`src/rtl/regfile_write_arbiter_if.sv`:
```
// regfile_write_arbiter_if: request/ack handshake and register-bank write bus of the write arbiter
interface regfile_write_arbiter_if #(
  parameter int WIDTH = 64,
  parameter int NREQ = 3,
  parameter int NREG = 16,
  parameter int AW = 4
);
  logic [NREQ-1:0] req;
  logic [NREQ-1:0] ack;
  logic [NREQ*AW-1:0] req_addr;
  logic [NREQ*WIDTH-1:0] req_data;
  logic flush;
  logic [NREG-1:0] wr;
  logic [WIDTH-1:0] D;
  logic bank_clr;
  logic addr_err;
  modport master(output req, req_addr, req_data, flush, input ack, wr, D, bank_clr, addr_err);
  modport slave(input req, req_addr, req_data, flush, output ack, wr, D, bank_clr, addr_err);
endinterface

```
`src/rtl/regfile_write_arbiter.sv`:
```
// regfile_write_arbiter: round-robin arbiter sharing the register-bank write path among execution units
module regfile_write_arbiter #(
  parameter int WIDTH = 64,
  parameter int NREQ = 3,
  parameter int NREG = 16,
  parameter int AW = 4
) (
  input logic clk,
  input logic clr,
  regfile_write_arbiter_if.slave b
);
  localparam int PW = NREQ > 1 ? $clog2(NREQ) : 1;
  logic [PW-1:0] ptr, w, j;
  logic hit, grant;
  logic [AW-1:0] a;
  logic [WIDTH-1:0] d;
  // scan from farthest to nearest so the nearest requester after ptr wins
  always_comb begin
    w = ptr;
    j = '0;
    hit = 1'b0;
    for (int k = NREQ; k >= 1; k--) begin
      j = PW'((int'(ptr) + k) % NREQ);
      if (b.req[j]) begin
        w = j;
        hit = 1'b1;
      end
    end
  end
  always_comb begin
    a = '0;
    d = '0;
    for (int i = 0; i < NREQ; i++)
      if (PW'(i) == w) begin
        a = b.req_addr[i*AW +: AW];
        d = b.req_data[i*WIDTH +: WIDTH];
      end
  end
  assign grant = hit && !clr && !b.flush;
  assign b.ack = grant ? NREQ'(1) << w : '0;
  always_ff @(posedge clk)
    if (clr) begin
      ptr <= PW'(NREQ - 1);
      b.wr <= '0;
      b.D <= '0;
      b.bank_clr <= 1'b0;
      b.addr_err <= 1'b0;
    end else begin
      b.bank_clr <= b.flush;
      b.wr <= grant && int'(a) < NREG ? NREG'(1) << a : '0;
      b.addr_err <= grant && int'(a) >= NREG;
      if (grant) begin
        ptr <= w;
        b.D <= d;
      end
    end
endmodule

```
`src/flat_wrapper.sv`:
```
// flat-port wrapper written by rule: the top's interface ports become plain ports
module regfile_write_arbiter_flat 
#(
  parameter int WIDTH = 64,
  parameter int NREQ = 3,
  parameter int NREG = 16,
  parameter int AW = 4
)
  (clk, clr, b_req, b_req_addr, b_req_data, b_flush, b_ack, b_wr, b_D, b_bank_clr, b_addr_err);
  regfile_write_arbiter_if #(.WIDTH(WIDTH), .NREQ(NREQ), .NREG(NREG), .AW(AW)) b_i ();
  input logic clk;
  input logic clr;
  input wire logic [$bits(b_i.req)-1:0] b_req;
  input wire logic [$bits(b_i.req_addr)-1:0] b_req_addr;
  input wire logic [$bits(b_i.req_data)-1:0] b_req_data;
  input wire logic [$bits(b_i.flush)-1:0] b_flush;
  output wire logic [$bits(b_i.ack)-1:0] b_ack;
  output wire logic [$bits(b_i.wr)-1:0] b_wr;
  output wire logic [$bits(b_i.D)-1:0] b_D;
  output wire logic [$bits(b_i.bank_clr)-1:0] b_bank_clr;
  output wire logic [$bits(b_i.addr_err)-1:0] b_addr_err;
  assign b_i.req = b_req;
  assign b_i.req_addr = b_req_addr;
  assign b_i.req_data = b_req_data;
  assign b_i.flush = b_flush;
  assign b_ack = b_i.ack;
  assign b_wr = b_i.wr;
  assign b_D = b_i.D;
  assign b_bank_clr = b_i.bank_clr;
  assign b_addr_err = b_i.addr_err;
  regfile_write_arbiter #(.WIDTH(WIDTH), .NREQ(NREQ), .NREG(NREG), .AW(AW)) u_core (.clk(clk), .clr(clr), .b(b_i));
endmodule
```
`config.mk`:
```
export PLATFORM = sky130hd
export DESIGN_NAME = regfile_write_arbiter_flat
export DESIGN_NICKNAME = d
export VERILOG_FILES = /design/src/rtl/regfile_write_arbiter_if.sv /design/src/rtl/regfile_write_arbiter.sv /design/src/flat_wrapper.sv
export SDC_FILE = /design/constraint.sdc
export NUM_CORES = 1
export LEC_CHECK = 0
export CORE_MARGIN = 3
export CORE_UTILIZATION = 33
export CTS_CLUSTER_DIAMETER = 60
export CTS_CLUSTER_SIZE = 14
export DETAILED_ROUTE_END_ITERATION = 10
export GPL_TIMING_DRIVEN = 0
export PLACE_DENSITY_LB_ADDON = 0.3
export SETUP_SLACK_MARGIN = 0.15
export SYNTH_ARGS = -nofsm -noshare
export SYNTH_HDL_FRONTEND = slang
export SYNTH_SLANG_ARGS = --single-unit
export TNS_END_PERCENT = 5
```
`constraint.sdc`:
```
create_clock -name clk -period 2.8 [get_ports clk]
set_clock_uncertainty 0.05 [all_clocks]
set_input_delay 0.56 -clock clk [delete_from_list [all_inputs] [get_ports clk]]
set_output_delay 0.56 -clock clk [all_outputs]
set_load 0.005 [all_outputs]
```
==> results of run 1 <==
report_power, final:
part / switching [uW] / total [uW] / internal [uW]
Sequential: 102 / 1460 / 1350
Combinational: 933 / 2160 / 1220
Clock: 477 / 1280 / 805
Total: 1510 / 4900 / 3380
worst reg2reg max path, cell delays in order, from the launching register on:
cell and delay [ns]:
dfxtp_2 0.36, inv_2 0.07, ha_4 0.27, buf_6 0.13
nor3_2 0.05, o21a_1 0.20, buf_6 0.13, o31ai_4 0.19
buf_4 0.19, nand2_8 0.13, mux2_4 0.37, a22oi_2 0.35
nor3_1 0.12
worst max-delay path by stage:
stage | cells after the start | end
6_report | 12 | b_ack[1]
5_1_grt | 12 | b_ack[0]
4_1_cts | 12 | b_ack[0]
3_5_place_dp | 10 | b_ack[1]
3_3_place_gp | 10 | b_ack[1]
2_1_floorplan | 10 | b_ack[0]
layout make-up:
class                           count  area (um2)
Multi-Input combinational cell    351        2730
Timing Repair Buffer              312        3070
Inverter                            7        26.3
Clock buffer                       10         239
Clock inverter                      6        88.8
Buffer                             46         364
Fill cell                        1111        4890
Tap cell                          176         220
Sequential cell                    83        1660
flip-flops by register name (all words and copies together), names as in the netlist:
register	flops
u_core.b.D	64
u_core.b.wr	16
u_core.b.bank_clr	1
u_core.ptr	2
placed cells by master, fill, tap and decap left out, drive strengths merged, types with 2 or more instances in the layout:
| master | Yosys | routed |
|---|---|---|
| a211o | 15 | 15 |
| a211oi | 2 | 2 |
| a21oi | 3 | 3 |
| a22oi | 50 | 50 |
| a32o | 3 | 3 |
| a32oi | 2 | 2 |
| and2 | 2 | 2 |
| buf | 26 | 49 |
| bufinv | 0 | 2 |
| clkbuf | 21 | 29 |
| clkdlybuf4s50 | 0 | 288 |
| clkinv | 0 | 2 |
| clkinvlp | 0 | 2 |
| dfxtp | 83 | 83 |
| dlygate4sd2 | 0 | 2 |
| ha | 2 | 2 |
| inv | 7 | 7 |
| mux2 | 50 | 50 |
| mux2i | 18 | 18 |
| nand2 | 24 | 24 |
| nand2b | 3 | 3 |
| nand3b | 64 | 64 |
| nand4b | 2 | 2 |
| nor2 | 22 | 22 |
| nor3 | 14 | 14 |
| nor3b | 4 | 4 |
| o21a | 2 | 2 |
| o21ai | 53 | 53 |
| or3 | 2 | 2 |
logic make-up (layout without fill, tap and decap cells):
family,after synthesis,count (layout),share of synthesized area
compound gates,139,139,0.215
fa+ha+maj,2,2,0.00556
buf+inv,54,381,0.0539
flops,83,83,0.369
mux,68,68,0.166
other cells,1,1,0.000833
simple gates,141,141,0.190
cells in the mapped netlist (2+ instances only):
cell type  count  share of area
nand2_1       23          0.019
o21a_1         2         0.0033
nor2_1        21          0.018
clkbuf_1      21          0.018
ha_1           2         0.0056
dfxtp_1       83           0.37
mux2_2        49           0.12
a21oi_1        2         0.0022
and2_1         2         0.0028
nor3b_1        4         0.0067
nor3_1        14          0.016
mux2i_1       18          0.040
nand3b_1      64           0.11
a32oi_1        2         0.0039
nand2b_1       3         0.0042
or3_1          2         0.0028
nand4b_1       2         0.0039
buf_2         23          0.026
inv_1          7         0.0058
a211o_1       15          0.029
a32o_1         2         0.0044
o21ai_0       38          0.042
a211oi_1       2         0.0033
a22oi_1       49          0.082
o21ai_1       15          0.017
buf_4          3         0.0050
metal layers:
metal  vias up  track usage
met3        34       0.0687
met1      2439        0.263
li1       2461            -
met5         -            0
met2       237        0.401
met4         0       0.0980
timing repair:
| item | CTS | global route |
|---|---|---|
| endpoints found under the setup margin | 83 | 75 |
| pin swaps | 11 | 4 |
| resized for setup | 63 | 30 |
| gates cloned | 0 | 0 |
| buffers inserted | 17 | 2 |
| hold endpoints to repair | 0 | 0 |
metrics by stage:
step | TNS, ns | worst slack (ns) | cells
2_1_floorplan | 0 | 0.144 | 488
3_3_place_gp | -19.70 | -1.02 | 957
3_5_place_dp | -28.32 | -1.05 | 957
4_1_cts | -0.267 | -0.155 | 989
5_1_grt | -0.728 | -0.277 | 991
6_report | -0.493 | -0.201 | 991
==> metrics.md, run 1 <==
| Metric | Value |
|---|---|
| Status | `finished, violations left` |
| Failing checks | `setup timing` |
| Async SR Flop Fraction | `0` |
| Max cap viols | `0` |
| Total power | `4900 uW` |
| First-pass GRT wire length | `27000 um` |
| Pin count of the biggest net entering global routing | `15` |
| Worst setup margin | `-0.201 ns` |
| CP max stage delay | `0.36 ns` |
| Most frequent CP cell | `buf_8` |
| Syn avg cell area | `9.23 um2` |
| Hold Crit Depth | `2` |
| Max Slew Vio Count | `0` |
| CP arrival | `2.39 ns` |
| Root Buffer | `clkbuf_16` |
| Yosys reg bits | `83` |
| Initial antenna violation count | `0` |
| WP buf/inv | `7` |
| Worst hold endpoint | `u_core.b.D[59]` |
| Top sig layer | `met4` |
| Distinct cells, synth | `46` |
| Met3 Wirelength | `1680 um` |
| Number of vias per cell | `5.22` |
| M1 wire length | `7140 um` |
| Crit. End Element | `primary output` |
| Die Y | `123 um` |
| R2R Setup Slk | `0.08 ns` |
| Fin crit share | `1.07` |
| Number of synthesized flops with an enable pin | `0` |
| DRC Markers | `0` |
| Total gr overflow | `0` |
| Final Setup Violations | `3` |
| Max Fclk | `0.333 GHz` |
| Hold Crit Class | `reg2reg` |
| Ant. Diodes | `0` |
| Delay-heaviest family, CP | `buffers and inverters` |
| Setup crit start | `u_core.ptr[0]` |
| CP Launch Type | `register` |
| CTS sink cnt | `83` |
| Cts bufs inserted | `9` |
| Fin nets | `1022` |
| Std-Cell Rows | `42` |
| Seq/Total Area, Yosys | `0.369` |
| Iter 0 DRT Violations | `188` |
| Worst EP required | `2.19 ns` |
| FF-to-FF path depth | `12` |
| Slowest cell on crit path | `dfxtp_2` |
| Tot GR Track Use | `0.231` |
| Port Buffers | `293` |
| Vias in the first global route | `5206` |
| TritonCTS clock tree | `built` |
| Worst-skew pair later-pin latency | `0.33 ns` |
| Max IR drop VDD | `0.292 mV` |
| Design area | `8410 um2` |
| Worst Path Class, Setup | `reg2out` |
| Minimum clock period | `3.00 ns` |
| Clk pin slew, worst setup/hold paths | `0.06 ns` |
| R2R Path End | `u_core.b.wr[9]` |
| Synthesized instance count | `488` |
| DP Area | `7690 um2` |
| Area grow syn2layout | `86.8%` |
| Syn_nets | `700` |
| Final Hold Viols | `0` |
| Number of H-tree levels | `3` |
| Leakage Power | `0.00325 uW` |
| Drt pass-1 iters | `5` |
| Crit path max fanout | `8` |
| Die ar. | `15100 um2` |
| Synthesized area | `4500 um2` |
| Final core utilization | `0.632` |
| Pwr Density | `582 nW/um2` |
| Synth warnings | `0` |
| Final ANT Viol Nets | `0` |
| Ys flop type | `dfxtp_1` |
| Via count | `5171` |
| Detailed Route WL | `18500 um` |
| Post-DP HPWL | `14300 um` |
| RSZ-0062 raised after global routing | `yes` |
| WHS | `0.428 ns` |
| Hold Startpoint | `u_core.b.D[59]` |
| Core ar. | `13300 um2` |
| CP Cell Sequence | `inv_2 > ha_4 > buf_6 > buf_4 > o211a_4 > nor3_2 > nand2_2 > buf_8 > buf_8 > clkbuf_8 > nor2_2 > buf_2` |
| Starting Density | `0.339` |
| Share of layout cells above drive strength 1 | `0.188` |
| Cts hold-fix bufs | `0` |
| Ports | `295` |
| Die X | `123 um` |
| Placer's final routability congestion estimate | `0.864` |
| Reg2Reg Launch Point | `u_core.ptr[0]` |
| Max clock buf depth | `2` |
| Drt wl/cell | `18.6 um` |
| Routed wl met2 | `9150 um` |
Note: power is estimated with default switching activity, not from simulation.
==> inputs of run 2 (changes only) <==
Settings changed: CAP_MARGIN from default to 5, TNS_END_PERCENT 5 to default.
==> run 2 against run 1 <==
  * The flow still finishes with violations (setup timing)
  * Final area barely moved
  * Clock power hardly changed
  * Worst setup slack worse by 0.010 ns
  * Utilization about the same
  * Wire length fell by 0.11%
  * Critical path type unchanged
==> metrics.md, run 2 (same netlist as run 1, synthesis figures left out) <==
| Metric | Value |
|---|---|
| Initial antenna violation count | `0 (unchanged)` |
| Starting Density | `0.339 (unchanged)` |
| FILL cells | `1116 (+0.45%)` |
| Crit path max fanout | `8 (unchanged)` |
| DRC Markers | `0 (unchanged)` |
| Fin crit share | `1.08 (+0.00364)` |
| Number of H-tree levels | `3 (unchanged)` |
| Die ar. | `15100 um2 (unchanged)` |
| Worst Path Class, Setup | `reg2out` |
| Ports | `295 (unchanged)` |
| Pwr Density | `581 nW/um2 (-0.24%)` |
| Worst EP required | `2.19 ns (about the same)` |
| Iter 0 DRT Violations | `196 (+4.3%)` |
| Most flops, register | `u_core.b.D` |
| Status | `finished, violations left` |
| Post-DP HPWL | `14300 um (unchanged)` |
| CP arrival | `2.40 ns (about the same)` |
| Pre-CTS setup slack | `-1.05 ns (unchanged)` |
| Via count | `5178 (+0.14%)` |
| Area grow syn2layout | `86.8% (about the same)` |
| Placer's final routability congestion estimate | `0.864 (unchanged)` |
| Design area | `8410 um2 (about the same)` |
| Finished Layout Cells | `992 (+0.10%)` |
| Drt pass-1 iters | `4 (-1)` |
| Clk pin slew, worst setup/hold paths | `0.06 ns (about the same)` |
| Max Fclk | `0.332 GHz (-0.34%)` |
| Final core utilization | `0.633 (about the same)` |
| Commonest cells after routing, fill and taps aside | `288 x clkdlybuf4s50_1, 81 x dfxtp_1, 64 x nand3b_1, 49 x mux2_2, 44 x a22oi_1` |
| Final Hold Viols | `0 (unchanged)` |
| Max reg flops | `64 (unchanged)` |
| Crit. End Element | `primary output` |
| Biggest regs | `u_core.b.D x64, u_core.b.wr x16, u_core.ptr x2` |
| CP Cell Sequence | `inv_2 > ha_4 > buf_6 > buf_4 > o211a_4 > nor3_2 > nand2_2 > buf_8 > buf_8 > clkbuf_8 > nor2_2 > buf_2` |
| Slowest cell on crit path | `dfxtp_2` |
| Worst setup margin | `-0.211 ns (-0.0102 ns)` |
| CTS sink cnt | `83 (unchanged)` |
| RSZ-0062 raised after global routing | `yes` |
| Fin nets | `1023 (+0.098%)` |
| Die Y | `123 um (unchanged)` |
| Ant. Diodes | `0 (unchanged)` |
| Hold Crit Class | `reg2reg` |
| Leakage Power | `0.00326 uW (+0.12%)` |
| Total power | `4890 uW (-0.21%)` |
| Max cap viols | `0 (unchanged)` |
| Die X | `123 um (unchanged)` |
| Cts bufs inserted | `9 (unchanged)` |
| Drt wl/cell | `18.6 um (-0.21%)` |
| Std-Cell Rows | `42 (unchanged)` |
| DP Area | `7690 um2 (unchanged)` |
| CP Launch Type | `register` |
| Placed Cells incl. Taps | `957 (unchanged)` |
| Number of vias per cell | `5.22 (about the same)` |
| Core ar. | `13300 um2 (unchanged)` |
| Vias in the first global route | `5207 (+0.019%)` |
| Port Buffers | `293 (unchanged)` |
| Cts hold-fix bufs | `0 (unchanged)` |
| Worst-skew pair later-pin latency | `0.33 ns (about the same)` |
| TritonCTS clock tree | `built` |
| Max clock buf depth | `2 (unchanged)` |
| Minimum clock period | `3.01 ns (+0.0102 ns)` |
| Max Slew Vio Count | `0 (unchanged)` |
| Tot GR Track Use | `0.231 (about the same)` |
| Commonest non-fill, non-tap cell in the layout | `clkdlybuf4s50_1` |
| Failing checks | `setup timing` |
| Most frequent CP cell | `buf_8` |
| First-pass GRT wire length | `27000 um (about the same)` |
| Detailed Route WL | `18400 um (-0.11%)` |
| Share of layout cells above drive strength 1 | `0.190 (+0.00222)` |
| Final Setup Violations | `3 (unchanged)` |
| WP buf/inv | `7 (unchanged)` |
| Total gr overflow | `0 (unchanged)` |
| Root Buffer | `clkbuf_16` |
| Delay-heaviest family, CP | `buffers and inverters` |
| CP max stage delay | `0.37 ns (about the same)` |
| Max IR drop VDD | `0.290 mV (-0.63%)` |
| Pin count of the biggest net entering global routing | `15 (unchanged)` |
| Final ANT Viol Nets | `0 (unchanged)` |
-- run 2: through the flow --
stage               hold WS, ns  setup TNS (ns)
floorplan                 0.416               0
global placement          0.411          -19.70
detailed placement        0.415          -28.32
CTS                       0.428          -0.267
global route              0.442          -0.700
finish                    0.427          -0.526
-- run 2: worst reg2reg max path: stages (launching register included) --
cell	delay, ns
dfxtp_2	0.37
inv_2	0.07
ha_4	0.27
buf_6	0.12
nor3_2	0.05
o21a_1	0.20
buf_6	0.13
o31ai_4	0.19
buf_4	0.19
nand2_8	0.12
mux2_4	0.37
a22o_2	0.30
nor3b_1	0.21
-- run 2: area by class of cell --
class	count	area, um2	share of cell area
Inverter	7	26.3	0.00312
Multi-Input combinational cell	351	2740	0.326
Sequential cell	83	1660	0.198
Tap cell	176	220	0.0262
Clock inverter	6	88.8	0.0106
Buffer	46	354	0.0421
Timing Repair Buffer	313	3080	0.366
Clock buffer	10	239	0.0284
-- run 2: path summary, 6_finish.rpt --
kind                  startpoint             end  slack [ns]  depth (start not counted)
setup reg to reg   u_core.ptr[0]  u_core.b.wr[6]        0.08                         12
hold / removal    u_core.b.D[59]  u_core.b.D[59]        0.43                          2
hold reg to reg   u_core.b.D[59]  u_core.b.D[59]        0.43                          2
setup / recovery   u_core.ptr[0]        b_ack[1]       -0.21                         12
-- run 2: timing repair --
action / in CTS / in global routing
pin swaps: 11 / 2
gates resized for setup: 65 / 28
buffers inserted: 18 / 2
endpoints found under the setup margin: 83 / 75
-- run 2: where the power goes --
| group | leakage [uW] | total [uW] | internal (uW) | switching (uW) |
|---|---|---|---|---|
| clock network | 0.000155 | 1280 | 805 | 473 |
| logic | 0.00242 | 2150 | 1220 | 930 |
| registers | 0.000681 | 1450 | 1350 | 102 |
| total | 0.00326 | 4890 | 3380 | 1510 |
-- run 2: per-layer routing --
metal | routed length (um) | GRT usage | share of wire
met5 | 0 | 0 | 0
met4 | 457 | 0.0980 | 0.025
met3 | 1740 | 0.0687 | 0.094
met2 | 9150 | 0.401 | 0.50
met1 | 7090 | 0.262 | 0.38
==> inputs of run 3 (changes only) <==
Settings changed: CORE_MARGIN 3 to 2.
==> run 3 against run 2 <==
  * The flow still finishes with violations (setup timing)
  * Cell count rose by 1.5%
  * Wire length rose by 7.9%
  * Count of clock-buffer cells in the layout did not move
  * Hold slack got worse by 0.0039 ns
  * Via count rose by 2.0%
==> metrics.md, run 3 (same netlist as run 1, synthesis figures left out) <==
| Metric | Value |
|---|---|
| Max IR drop VDD | `0.297 mV (+2.3%)` |
| Commonest cells after routing, fill and taps aside | `287 x clkdlybuf4s50_1, 81 x dfxtp_1, 64 x nand3b_1, 49 x a22oi_2, 49 x o21ai_1` |
| Sw frac | `0.322 (+0.0134)` |
| Hold Crit Depth | `2 (unchanged)` |
| Total gr overflow | `0 (unchanged)` |
| CP max stage delay | `0.35 ns (-0.02 ns)` |
| Worst-skew pair later-pin latency | `0.33 ns (about the same)` |
| Ant. Diodes | `0 (unchanged)` |
| Most frequent CP cell | `buf_8` |
| Slew margin rel. | `0.643` |
| Hold Crit Class | `reg2reg` |
| Slowest cell on crit path | `dfxtp_2` |
| Max reg flops | `64 (unchanged)` |
| Die X | `121 um (-1.6%)` |
| Placer's final routability congestion estimate | `0.852 (-1.4%)` |
| Max clock buf depth | `2 (unchanged)` |
| Max Slew Vio Count | `0 (unchanged)` |
| Iter 0 DRT Violations | `234 (+19%)` |
| CP Cell Sequence | `inv_2 > ha_4 > buf_8 > mux2i_1 > nor2_1 > a211oi_2 > a21oi_4 > buf_8 > buf_8 > buf_8 > and3_4 > buf_6` |
| Tot GR Track Use | `0.239 (+0.00819)` |
| Minimum clock period | `2.96 ns (-0.0498 ns)` |
| Max cap viols | `0 (unchanged)` |
| Fin crit share | `1.06 (-0.0178)` |
| Crit. End Element | `primary output` |
| Initial antenna violation count | `0 (unchanged)` |
| Drt pass-1 iters | `4 (unchanged)` |
| Max Fclk | `0.338 GHz (+1.7%)` |
| Fin nets | `1038 (+1.5%)` |
| DRC Markers | `0 (unchanged)` |
| Crit path max fanout | `8 (unchanged)` |
| Delay-heaviest family, CP | `buffers and inverters` |
| Critical Path Sink | `b_ack[0]` |
| Drt wl/cell | `19.8 um (+6.3%)` |
| Number of vias per cell | `5.25 (+0.51%)` |
| Final core utilization | `0.690 (+0.0569)` |
| Area grow syn2layout | `104%` |
| Final ANT Viol Nets | `0 (unchanged)` |
| RSZ-0062 raised after global routing | `yes` |
| Clk pin slew, worst setup/hold paths | `0.06 ns (about the same)` |
| Worst setup margin | `-0.161 ns (+0.0498 ns)` |
| Commonest non-fill, non-tap cell in the layout | `clkdlybuf4s50_1` |
| Die Y | `121 um (-1.6%)` |
| Std-Cell Rows | `42 (unchanged)` |
| Worst Path Class, Setup | `reg2out` |
| TritonCTS clock tree | `built` |
| Failing checks | `setup timing` |
| CTS sink cnt | `83 (unchanged)` |
| Cts bufs inserted | `9 (unchanged)` |
| Total power | `5400 uW (+10%)` |
| Share of layout cells above drive strength 1 | `0.276 (+0.0856)` |
| Reg2Reg Launch Point | `u_core.ptr[0]` |
| Detailed Route WL | `19900 um (+7.9%)` |
| Starting Density | `0.339 (unchanged)` |
| Post-DP HPWL | `14100 um (-1.4%)` |
| Reg power frac | `0.269 (-0.029)` |
| Most flops, register | `u_core.b.D` |
| R2R Path End | `u_core.b.wr[4]` |
| Core ar. | `13300 um2 (unchanged)` |
| CP Launch Type | `register` |
| Status | `finished, violations left` |
| Pin count of the biggest net entering global routing | `14 (-1)` |
| Biggest regs | `u_core.b.D x64, u_core.b.wr x16, u_core.ptr x2` |
| Leakage Power | `0.00353 uW (+8.3%)` |
| Pwr Density | `589 nW/um2 (+1.4%)` |
| WP buf/inv | `6 (-1)` |
| Final Hold Viols | `0 (unchanged)` |
| Die ar. | `14600 um2 (-3.2%)` |
| Vias in the first global route | `5248 (+0.79%)` |
| FF-to-FF path depth | `13 (+1)` |
| Number of H-tree levels | `3 (unchanged)` |
| Port Buffers | `293 (unchanged)` |
| Worst-margin pin slew | `0.536 ns` |
| Clock Power Share | `0.232 (-0.030)` |
| Combinational Power Share | `0.499 (+0.058)` |
| Internal power | `3660 uW (+8.3%)` |
| Ports | `295 (unchanged)` |
| Cts hold-fix bufs | `0 (unchanged)` |
| Setup crit start | `u_core.ptr[0]` |
| Root Buffer | `clkbuf_16` |
| First-pass GRT wire length | `27000 um (unchanged)` |
| P_sw | `1740 uW (+15%)` |
| Setup TNS | `-0.309 ns (+0.218 ns)` |
| R2R Setup Slk | `0.08 ns (about the same)` |
| CP arrival | `2.35 ns (-0.05 ns)` |
| Final Setup Violations | `3 (unchanged)` |
| Via count | `5283 (+2.0%)` |
| Crit path depth | `12 (unchanged)` |
| Worst EP required | `2.19 ns (about the same)` |
run 3: cell types whose count changed in the layout (fill, tap and decap cells not counted), moves of 6 or more:
cell	before	now
nor3_2	4	12
nor3_1	10	0
buf_12	1	7
a22oi_2	6	49
buf_8	7	13
a22oi_1	44	1
mux2_4	1	20
o21ai_1	18	49
o21ai_0	34	3
mux2_2	49	30
run 3: what timing repair did:
item	4_1_cts	5_1_grt
pin swaps	12	57
gates resized for setup	70	178
buffers inserted	19	10
gates cloned	0	5
setup endpoints to repair	77	82
run 3: power by group through the flow:
| stage | logic (uW) | clock network (uW) | registers (uW) |
|---|---|---|---|
| 6_report | 2690 | 1250 | 1450 |
| 3_3_place_gp | 1870 | 0 | 1460 |
| 3_5_place_dp | 1900 | 0 | 1470 |
| 5_1_grt | 2840 | 1320 | 1470 |
| 4_1_cts | 2110 | 1270 | 1450 |
| 2_1_floorplan | 954 | 0 | 1470 |
run 3: cell type report:
type                    count  area [um2]
plain buffers              47         454
clock buffers              10         229
clock inverters             6        80.1
fillers                  1009        4130
inverters                   7        26.3
multi-input cells         352        3190
flip-flops and latches     83        1670
well taps                 176         220
repair buffers            326        3300
run 3: how the worst min path moves through the flow:
stage	to	from
5_1_grt	u_core.b.D[2]	u_core.b.D[2]
2_1_floorplan	u_core.b.D[57]	u_core.b.D[57]
3_5_place_dp	u_core.b.D[58]	u_core.b.D[58]
3_3_place_gp	u_core.b.D[58]	u_core.b.D[58]
4_1_cts	u_core.b.D[58]	u_core.b.D[58]
6_report	u_core.b.D[58]	u_core.b.D[58]
run 3: through the flow:
step	setup WS (ns)	cell area [um2]	hold slack [ns]	instances
2_1_floorplan	0.144	4530	0.416	488
3_3_place_gp	-1.03	7690	0.412	957
3_5_place_dp	-1.05	7690	0.415	957
4_1_cts	-0.158	8350	0.425	992
5_1_grt	-0.233	9170	0.439	1007
6_report	-0.161	9170	0.424	1007
run 3: metal layers:
metal	up-vias	global-route usage	part of all wire	wire, um
li1	2497	-	-	-
met1	2525	0.272	0.38	7510
met2	220	0.428	0.52	10300
met3	41	0.0651	0.076	1510
met4	0	0.0828	0.029	581
met5	-	0	0	0
run 3: tightest hold or removal path, delay by kind of cell (launching register included):
kind / cells / cell delay [ns]
and+or+nand+nor: 2 / 0.13
DFF: 1 / 0.31
